**config.mk**
```make
export PLATFORM = sky130hd
export DESIGN_NAME = nasti_burst_splitter
export DESIGN_NICKNAME = d
export VERILOG_FILES = /design/src/rtl/nasti_mc_pkg.sv /design/src/rtl/nasti_addr_gen.sv /design/src/rtl/nasti_burst_splitter.sv
export SDC_FILE = /design/constraint.sdc
export NUM_CORES = 1
export LEC_CHECK = 0
export ABC_AREA = 1
export CORE_AREA = 2 2 125 127
export CTS_CLUSTER_SIZE = 25
export DETAILED_ROUTE_END_ITERATION = 10
export DIE_AREA = 0 0 127 129
export DONT_BUFFER_PORTS = 1
export HOLD_SLACK_MARGIN = 0.15
export PLACE_DENSITY = 0.73
export SYNTH_ARGS = -nofsm -noshare
export SYNTH_HDL_FRONTEND = slang
export SYNTH_SLANG_ARGS = --single-unit
```
**constraint.sdc**
```tcl
create_clock -name core_clk -period 8.25 [get_ports core_clk]
set_input_delay 1.2375 -clock core_clk [delete_from_list [all_inputs] [get_ports core_clk]]
set_output_delay 1.2375 -clock core_clk [all_outputs]
set_load 0.05 [all_outputs]
```
**src/rtl/nasti_mc_pkg.sv**
```systemverilog
// Shared types and constants for the NASTI memory-controller core-clock stages.
// Holds the transaction field widths, burst/response encodings, the burst
// splitter FSM state type, and the FIFO entry structs exchanged with the
// clock-crossing FIFOs.
package nasti_mc_pkg;

  localparam int unsigned C_NASTI_ID_WIDTH   = 9;
  localparam int unsigned C_NASTI_ADDR_WIDTH = 32;
  localparam int unsigned C_NASTI_DATA_WIDTH = 64;
  localparam int unsigned C_NASTI_USER_WIDTH = 1;
  localparam int unsigned C_NASTI_STRB_WIDTH = C_NASTI_DATA_WIDTH / 8;

  localparam logic [1:0] BurstFixed = 2'b00;
  localparam logic [1:0] BurstIncr  = 2'b01;
  localparam logic [1:0] BurstWrap  = 2'b10;

  localparam logic [1:0] RespOkay   = 2'b00;
  localparam logic [1:0] RespSlverr = 2'b10;

  typedef enum logic [1:0] {StIdle, StRdBurst, StWrBurst, StWrResp} state_e;

  typedef struct packed {
    logic [C_NASTI_ID_WIDTH-1:0]   ar_id;
    logic [C_NASTI_ADDR_WIDTH-1:0] ar_addr;
    logic [7:0]                    ar_len;
    logic [2:0]                    ar_size;
    logic [1:0]                    ar_burst;
    logic [C_NASTI_USER_WIDTH-1:0] ar_user;
  } ar_trans;

  typedef struct packed {
    logic [C_NASTI_ID_WIDTH-1:0]   aw_id;
    logic [C_NASTI_ADDR_WIDTH-1:0] aw_addr;
    logic [7:0]                    aw_len;
    logic [2:0]                    aw_size;
    logic [1:0]                    aw_burst;
    logic [C_NASTI_USER_WIDTH-1:0] aw_user;
  } aw_trans;

  typedef struct packed {
    logic [C_NASTI_DATA_WIDTH-1:0] w_data;
    logic [C_NASTI_STRB_WIDTH-1:0] w_strb;
    logic                          w_last;
    logic [C_NASTI_USER_WIDTH-1:0] w_user;
  } w_trans;

  typedef struct packed {
    logic [C_NASTI_ID_WIDTH-1:0]   b_id;
    logic [1:0]                    b_resp;
    logic [C_NASTI_USER_WIDTH-1:0] b_user;
  } b_trans;

endpackage

```
**src/rtl/nasti_addr_gen.sv**
```systemverilog
// Next-beat address generator for NASTI bursts (purely combinational).
// Ports:
//   addr_i      current beat byte address
//   size_i      log2 of bytes per beat
//   len_i       burst length minus one
//   burst_i     burst type (FIXED / INCR / WRAP, reserved treated as INCR)
//   next_addr_o address of the following beat
module nasti_addr_gen
  import nasti_mc_pkg::*;
(
  input  logic [C_NASTI_ADDR_WIDTH-1:0] addr_i,
  input  logic [2:0]                    size_i,
  input  logic [7:0]                    len_i,
  input  logic [1:0]                    burst_i,
  output logic [C_NASTI_ADDR_WIDTH-1:0] next_addr_o
);

  localparam int unsigned AW = C_NASTI_ADDR_WIDTH;

  logic [AW-1:0] inc;
  logic [AW-1:0] wrap_mask;

  always_comb begin
    inc       = AW'(1) << size_i;
    // Wrap window is the whole burst footprint: (len+1) beats of 2^size bytes.
    wrap_mask = ((AW'(len_i) + AW'(1)) << size_i) - AW'(1);
    unique case (burst_i)
      BurstFixed: next_addr_o = addr_i;
      BurstWrap:  next_addr_o = (addr_i & ~wrap_mask) | ((addr_i + inc) & wrap_mask);
      // INCR and the reserved encoding: align down, then step; wraps through 0.
      default:    next_addr_o = (addr_i & ~(inc - AW'(1))) + inc;
    endcase
  end

endmodule

```
**src/rtl/nasti_burst_splitter.sv**
```systemverilog
// Core-clock burst splitter. Pops AR/AW/W FIFO heads, arbitrates reads against
// writes per burst (alternating on contention), expands each burst into
// per-beat commands for the DDR scheduler and pushes one B response per write.
// Ports:
//   core_clk, core_arstn            clock, synchronous active-low reset
//   rdata_ar/rempty_ar/rinc_ar      AR FIFO head, empty, pop
//   rdata_aw/rempty_aw/rinc_aw      AW FIFO head, empty, pop
//   rdata_w/rempty_w/rinc_w         W FIFO head, empty, pop
//   wdata_b/wfull_b/winc_b          B FIFO data, full, push
//   cmd_*                           beat command valid/ready handshake + fields
// Optional feature macro: NASTI_WLAST_CHECK_EN (w_last vs beat count -> SLVERR).
module nasti_burst_splitter
  import nasti_mc_pkg::*;
(
  input  logic                          core_clk,
  input  logic                          core_arstn,
  input  ar_trans                       rdata_ar,
  input  logic                          rempty_ar,
  output logic                          rinc_ar,
  input  aw_trans                       rdata_aw,
  input  logic                          rempty_aw,
  output logic                          rinc_aw,
  input  w_trans                        rdata_w,
  input  logic                          rempty_w,
  output logic                          rinc_w,
  output b_trans                        wdata_b,
  input  logic                          wfull_b,
  output logic                          winc_b,
  output logic                          cmd_valid,
  input  logic                          cmd_ready,
  output logic                          cmd_we,
  output logic [C_NASTI_ADDR_WIDTH-1:0] cmd_addr,
  output logic [C_NASTI_ID_WIDTH-1:0]   cmd_id,
  output logic                          cmd_last,
  output logic [C_NASTI_DATA_WIDTH-1:0] cmd_wdata,
  output logic [C_NASTI_STRB_WIDTH-1:0] cmd_wstrb
);

  state_e                        state_q, state_d;
  logic                          prio_q, prio_d;  // 0: read wins next tie, 1: write
  logic [7:0]                    beat_q, beat_d;
  logic [7:0]                    len_q, len_d;
  logic [C_NASTI_ID_WIDTH-1:0]   id_q, id_d;
  logic [C_NASTI_ADDR_WIDTH-1:0] addr_q, addr_d;
  logic [2:0]                    size_q, size_d;
  logic [1:0]                    burst_q, burst_d;
  logic [C_NASTI_USER_WIDTH-1:0] user_q, user_d;

  logic [C_NASTI_ADDR_WIDTH-1:0] addr_next;
  logic                          arb_en, grant_rd, grant_wr, is_last, beat_acc;
  logic [1:0]                    resp;

  nasti_addr_gen u_addr_gen (
    .addr_i      (addr_q),
    .size_i      (size_q),
    .len_i       (len_q),
    .burst_i     (burst_q),
    .next_addr_o (addr_next)
  );

  // No grant while reset is held, so nothing is popped and then dropped.
  assign arb_en   = (state_q == StIdle) && core_arstn;
  assign grant_rd = arb_en && !rempty_ar && (rempty_aw || !prio_q);
  assign grant_wr = arb_en && !rempty_aw && (rempty_ar || prio_q);
  assign is_last  = (beat_q == len_q);
  assign beat_acc = cmd_valid && cmd_ready;

`ifdef NASTI_WLAST_CHECK_EN
  logic err_q, err_d;

  always_comb begin
    err_d = err_q;
    if (grant_wr) begin
      err_d = 1'b0;
    end else if ((state_q == StWrBurst) && beat_acc && (rdata_w.w_last != is_last)) begin
      err_d = 1'b1;
    end
  end

  always_ff @(posedge core_clk) begin
    if (!core_arstn) err_q <= 1'b0;
    else             err_q <= err_d;
  end

  assign resp = err_q ? RespSlverr : RespOkay;
`else
  assign resp = RespOkay;
`endif

  always_ff @(posedge core_clk) begin
    if (!core_arstn) begin
      state_q <= StIdle;
      prio_q  <= 1'b0;
      beat_q  <= '0;
      len_q   <= '0;
      id_q    <= '0;
      addr_q  <= '0;
      size_q  <= '0;
      burst_q <= '0;
      user_q  <= '0;
    end else begin
      state_q <= state_d;
      prio_q  <= prio_d;
      beat_q  <= beat_d;
      len_q   <= len_d;
      id_q    <= id_d;
      addr_q  <= addr_d;
      size_q  <= size_d;
      burst_q <= burst_d;
      user_q  <= user_d;
    end
  end

  always_comb begin
    state_d = state_q;
    prio_d  = prio_q;
    beat_d  = beat_q;
    len_d   = len_q;
    id_d    = id_q;
    addr_d  = addr_q;
    size_d  = size_q;
    burst_d = burst_q;
    user_d  = user_q;
    unique case (state_q)
      StIdle: begin
        if (grant_rd) begin
          id_d    = rdata_ar.ar_id;
          addr_d  = rdata_ar.ar_addr;
          len_d   = rdata_ar.ar_len;
          size_d  = rdata_ar.ar_size;
          burst_d = rdata_ar.ar_burst;
          user_d  = rdata_ar.ar_user;
          beat_d  = '0;
          state_d = StRdBurst;
          if (!rempty_aw) prio_d = 1'b1;
        end else if (grant_wr) begin
          id_d    = rdata_aw.aw_id;
          addr_d  = rdata_aw.aw_addr;
          len_d   = rdata_aw.aw_len;
          size_d  = rdata_aw.aw_size;
          burst_d = rdata_aw.aw_burst;
          user_d  = rdata_aw.aw_user;
          beat_d  = '0;
          state_d = StWrBurst;
          if (!rempty_ar) prio_d = 1'b0;
        end
      end
      StRdBurst, StWrBurst: begin
        if (beat_acc) begin
          beat_d = beat_q + 8'd1;
          addr_d = addr_next;
          if (is_last) state_d = (state_q == StRdBurst) ? StIdle : StWrResp;
        end
      end
      StWrResp: begin
        if (!wfull_b) state_d = StIdle;
      end
      default: state_d = StIdle;
    endcase
  end

  always_comb begin
    rinc_ar   = grant_rd;
    rinc_aw   = grant_wr;
    rinc_w    = 1'b0;
    winc_b    = 1'b0;
    wdata_b   = '0;
    cmd_valid = 1'b0;
    cmd_we    = 1'b0;
    cmd_last  = 1'b0;
    cmd_addr  = addr_q;
    cmd_id    = id_q;
    cmd_wdata = '0;
    cmd_wstrb = '0;
    unique case (state_q)
      StRdBurst: begin
        cmd_valid = 1'b1;
        cmd_last  = is_last;
      end
      StWrBurst: begin
        cmd_valid = !rempty_w;
        cmd_we    = 1'b1;
        cmd_last  = is_last;
        cmd_wdata = rdata_w.w_data;
        cmd_wstrb = rdata_w.w_strb;
        rinc_w    = !rempty_w && cmd_ready;
      end
      StWrResp: begin
        winc_b         = !wfull_b;
        wdata_b.b_id   = id_q;
        wdata_b.b_resp = resp;
        wdata_b.b_user = user_q;
      end
      default: ;
    endcase
  end

endmodule

```
==> results.toml <==
[logic_synthesis]
synth_xor_area_share_pct = 3.785
yosysTopAreaCell = "nand2_1"
synth_compound_area_share_pct = 15.33
synth_mux_area_share_pct = 0
synth_area_mm2 = 0.008099
yosysTopAreaCellShare_pct = 21.97
yosys.area_share.simple_pct = 46.78
synth_seq_cells = 66
yosys_warnings = 0
yosysSeqAreaShare_pct = 16.31
ys_types = 51
synth_top_family_by_area = "simple AND/OR/NAND/NOR gates"
synth_cells = 1488
synth_fa_ha_area_share_pct = 3.337
syn_avg_cell_area_um2 = 5.443
yosys-top-cells-area = "nand2_1 (22%), dfxtp_1 (16%), inv_1 (10%), nand3_1 (9.5%), nor2_1 (5.2%)"

[critical_path]
worstSetupPathType = "input port to flip-flop"
crit_slowest_cell = "nor2_4"
crit_path_max_incr_delay_ps = 620
crit_chain = "inv_2 -> nor3_1 -> o21ai_1 -> inv_1 -> nor2_1 -> inv_2 -> o21ai_1 -> inv_1 -> o21ai_2 -> nor2_4 -> o21ai_0 -> a31oi_1 -> nand2_1 -> a21oi_1"
cp.arrival_ps = 4630
cp-start-kind = "input port"
critPathMaxFanout = 48
endpoint_kind = "flip-flop"
critical_path_required_ps = 8530

[clocking]
cts-buffers-inserted = 9
cts_hold_buf = 0
postCtsSetupBuffers = 0
cts_tree = "built"
htreeDepth = 3
path_clk_slew_ps = 70
clk_path_buf_depth = 2
cts_root_buf = "clkbuf_16"
cts.sinks = 66
cts_resized = 0
clkLatencyLatePin_ps = 360

[timing]
final_hold_viol_count = 0
worst_pin_slew_ps = 1064
rsz0062_at_grt = "no"
period_share_pct = 52.71
max_freq_mhz = 229.9
finalMaxSlewViolations = 0
finalSetupTns_ps = 0
period_needed_ps = 4349
setup-violations-final = 0
slew_headroom_pct = 28.77
worst_clock_skew_ps = 11.09

[floorplanning]
die_h_um = 129
dieArea_mm2 = 0.01638
num_io_pins = 323
initial_core_util_pct = 54.08
die_w_um = 127
core-area_mm2 = 0.01498
fp-row-count = 45

[route]
antenna_left = 0
detail_route.iter0.violations = 1166
detail_route.vias_per_cell = 5.983
drcViolationCount = 0
dr.pass1.iters = 6
wl_per_cell_um = 21.00
dr_total_vias = 9824
finalWirelength_mm = 34.48

[global_routing]
grt_overflow = 0
track_usage_pct = 41.74
grt_pass1_vias = 8658
grt_max_degree = 75
grt_pass1_wl_mm = 51.67
antenna_found_initial = 14

[status]
status = "finished, final reports clean"

[final_layout]
fin_nets = 1653
fill_cells = 1605
areaGrowthSynthToFinish_pct = 3.831
drive_above_1_share_pct = 6.846
final_cell_area_mm2 = 0.008409
fin_util_pct = 56.15

[place]
routabilityCongestion = 0.9901
port_buffers = 0
place_hpwl_mm = 27.84
dpl_cell_area_mm2 = 0.008103

[job]
max-cap-violations = 0

[pwr]
total_power_uw = 3134
peakVddDrop_uv = 221.9
p_leak_uw = 0.004266
p_per_area_mw_per_mm2 = 372.7

[min_path]
hold_class = "flip-flop to flip-flop"
==> logic make-up after synthesis <==
| kind of cell | after synthesis |
|---|---|
| buffers and inverters | 294 |
| other | 1 |
| XOR/XNOR | 35 |
| AO/OA/AOI/OAI | 222 |
| flip-flops | 66 |
| adder cells (fa/ha/maj) | 21 |
| AND/OR/NAND/NOR | 849 |
==> final timing paths <==
path	start	cells after the start	slack (ps)	end
hold reg to reg	prio_q	2	490	prio_q
setup reg to reg	size_q[0]	20	4180	flip-flop
hold / removal	prio_q	2	490	prio_q
setup / recovery	core_arstn	14	3900	flip-flop
==> final cells by class <==
class                   count  area, µm²  share of cell area, %
repair buffers              8      60.06                 0.7142
inverters                 227      852.1                  10.13
flip-flops and latches     66       1321                  15.71
clock inverters             7      61.31                 0.7291
well taps                 188      235.2                  2.797
multi-input cells        1129       5634                  67.00
diodes                      8      20.02                 0.2381
clock buffers               9      225.2                  2.678
==> cells in the final DEF (no fill, tap or decap), types with 4 or more instances in the layout <==
cell type,netlist,layout
nor2_4,8,8
xor2_1,32,32
o21a_1,4,4
o21ai_0,74,74
nor3b_1,4,4
buf_4,6,8
ha_1,20,19
nand3_1,154,154
a21oi_1,83,83
nor3_1,24,23
a31oi_1,26,26
inv_2,7,8
nand2_4,6,6
nor4_1,6,6
o21ai_1,10,10
o211ai_1,4,4
inv_1,218,217
o21ai_2,5,5
nand4_1,19,19
nor2_1,112,111
nand2_1,474,474
clkbuf_16,0,9
diode_2,0,8
nand3_2,10,10
dfxtp_1,66,66
nor2_2,8,9
nand2_2,15,15
==> routing by layer <==
metal,wire length (µm),part of all wire [%],vias to the layer above,GRT usage [%]
met2,14810,43,629,64.23
li1,-,-,4660,-
met5,78,0.23,-,0
met4,1274,3.7,14,16.16
met3,4527,13,78,16.72
met1,13790,40,4443,52.58
==> metrics by stage <==
step / setup slack (ps) / std cells / hold slack (ps)
2_1_floorplan: 4550 / 1489 / 441.1
3_5_place_dp: 3601 / 1618 / 480.2
6_report: 3901 / 1642 / 487.4
5_1_grt: 3612 / 1636 / 513.6
3_3_place_gp: 3652 / 1618 / 460.6
4_1_cts: 3959 / 1634 / 488.3
==> worst max-delay path: cells and delay by family <==
family	cells	cell delay, ps
AND/OR/NAND/NOR	4	1080
buffers and inverters	4	1270
AO/OA/AOI/OAI	6	1020
==> synth_stat cells (all sizes together) <==
| master | instances |
|---|---|
| a211oi | 1 |
| a21boi | 1 |
| a21o | 1 |
| a21oi | 86 |
| a22oi | 3 |
| a31oi | 26 |
| a32oi | 1 |
| buf | 28 |
| clkbuf | 39 |
| clkinv | 2 |
| conb | 1 |
| dfxtp | 66 |
| fa | 1 |
| ha | 20 |
| inv | 225 |
| nand2 | 495 |
| nand3 | 164 |
| nand3b | 1 |
| nand4 | 20 |
| nor2 | 130 |
| nor3 | 25 |
| nor3b | 4 |
| nor4 | 7 |
| o211ai | 4 |
| o21a | 4 |
| o21ai | 90 |
| o21bai | 3 |
| o31ai | 1 |
| o32ai | 1 |
| or2 | 2 |
| or3 | 1 |
| xnor2 | 3 |
| xor2 | 32 |
==> power by group <==
part           switching (µW)  internal (µW)  total (µW)
logic                    1330            482        1810
clock network             174            209         382
registers                 514            427         941
No activity file was read; power rests on OpenSTA's default activity.
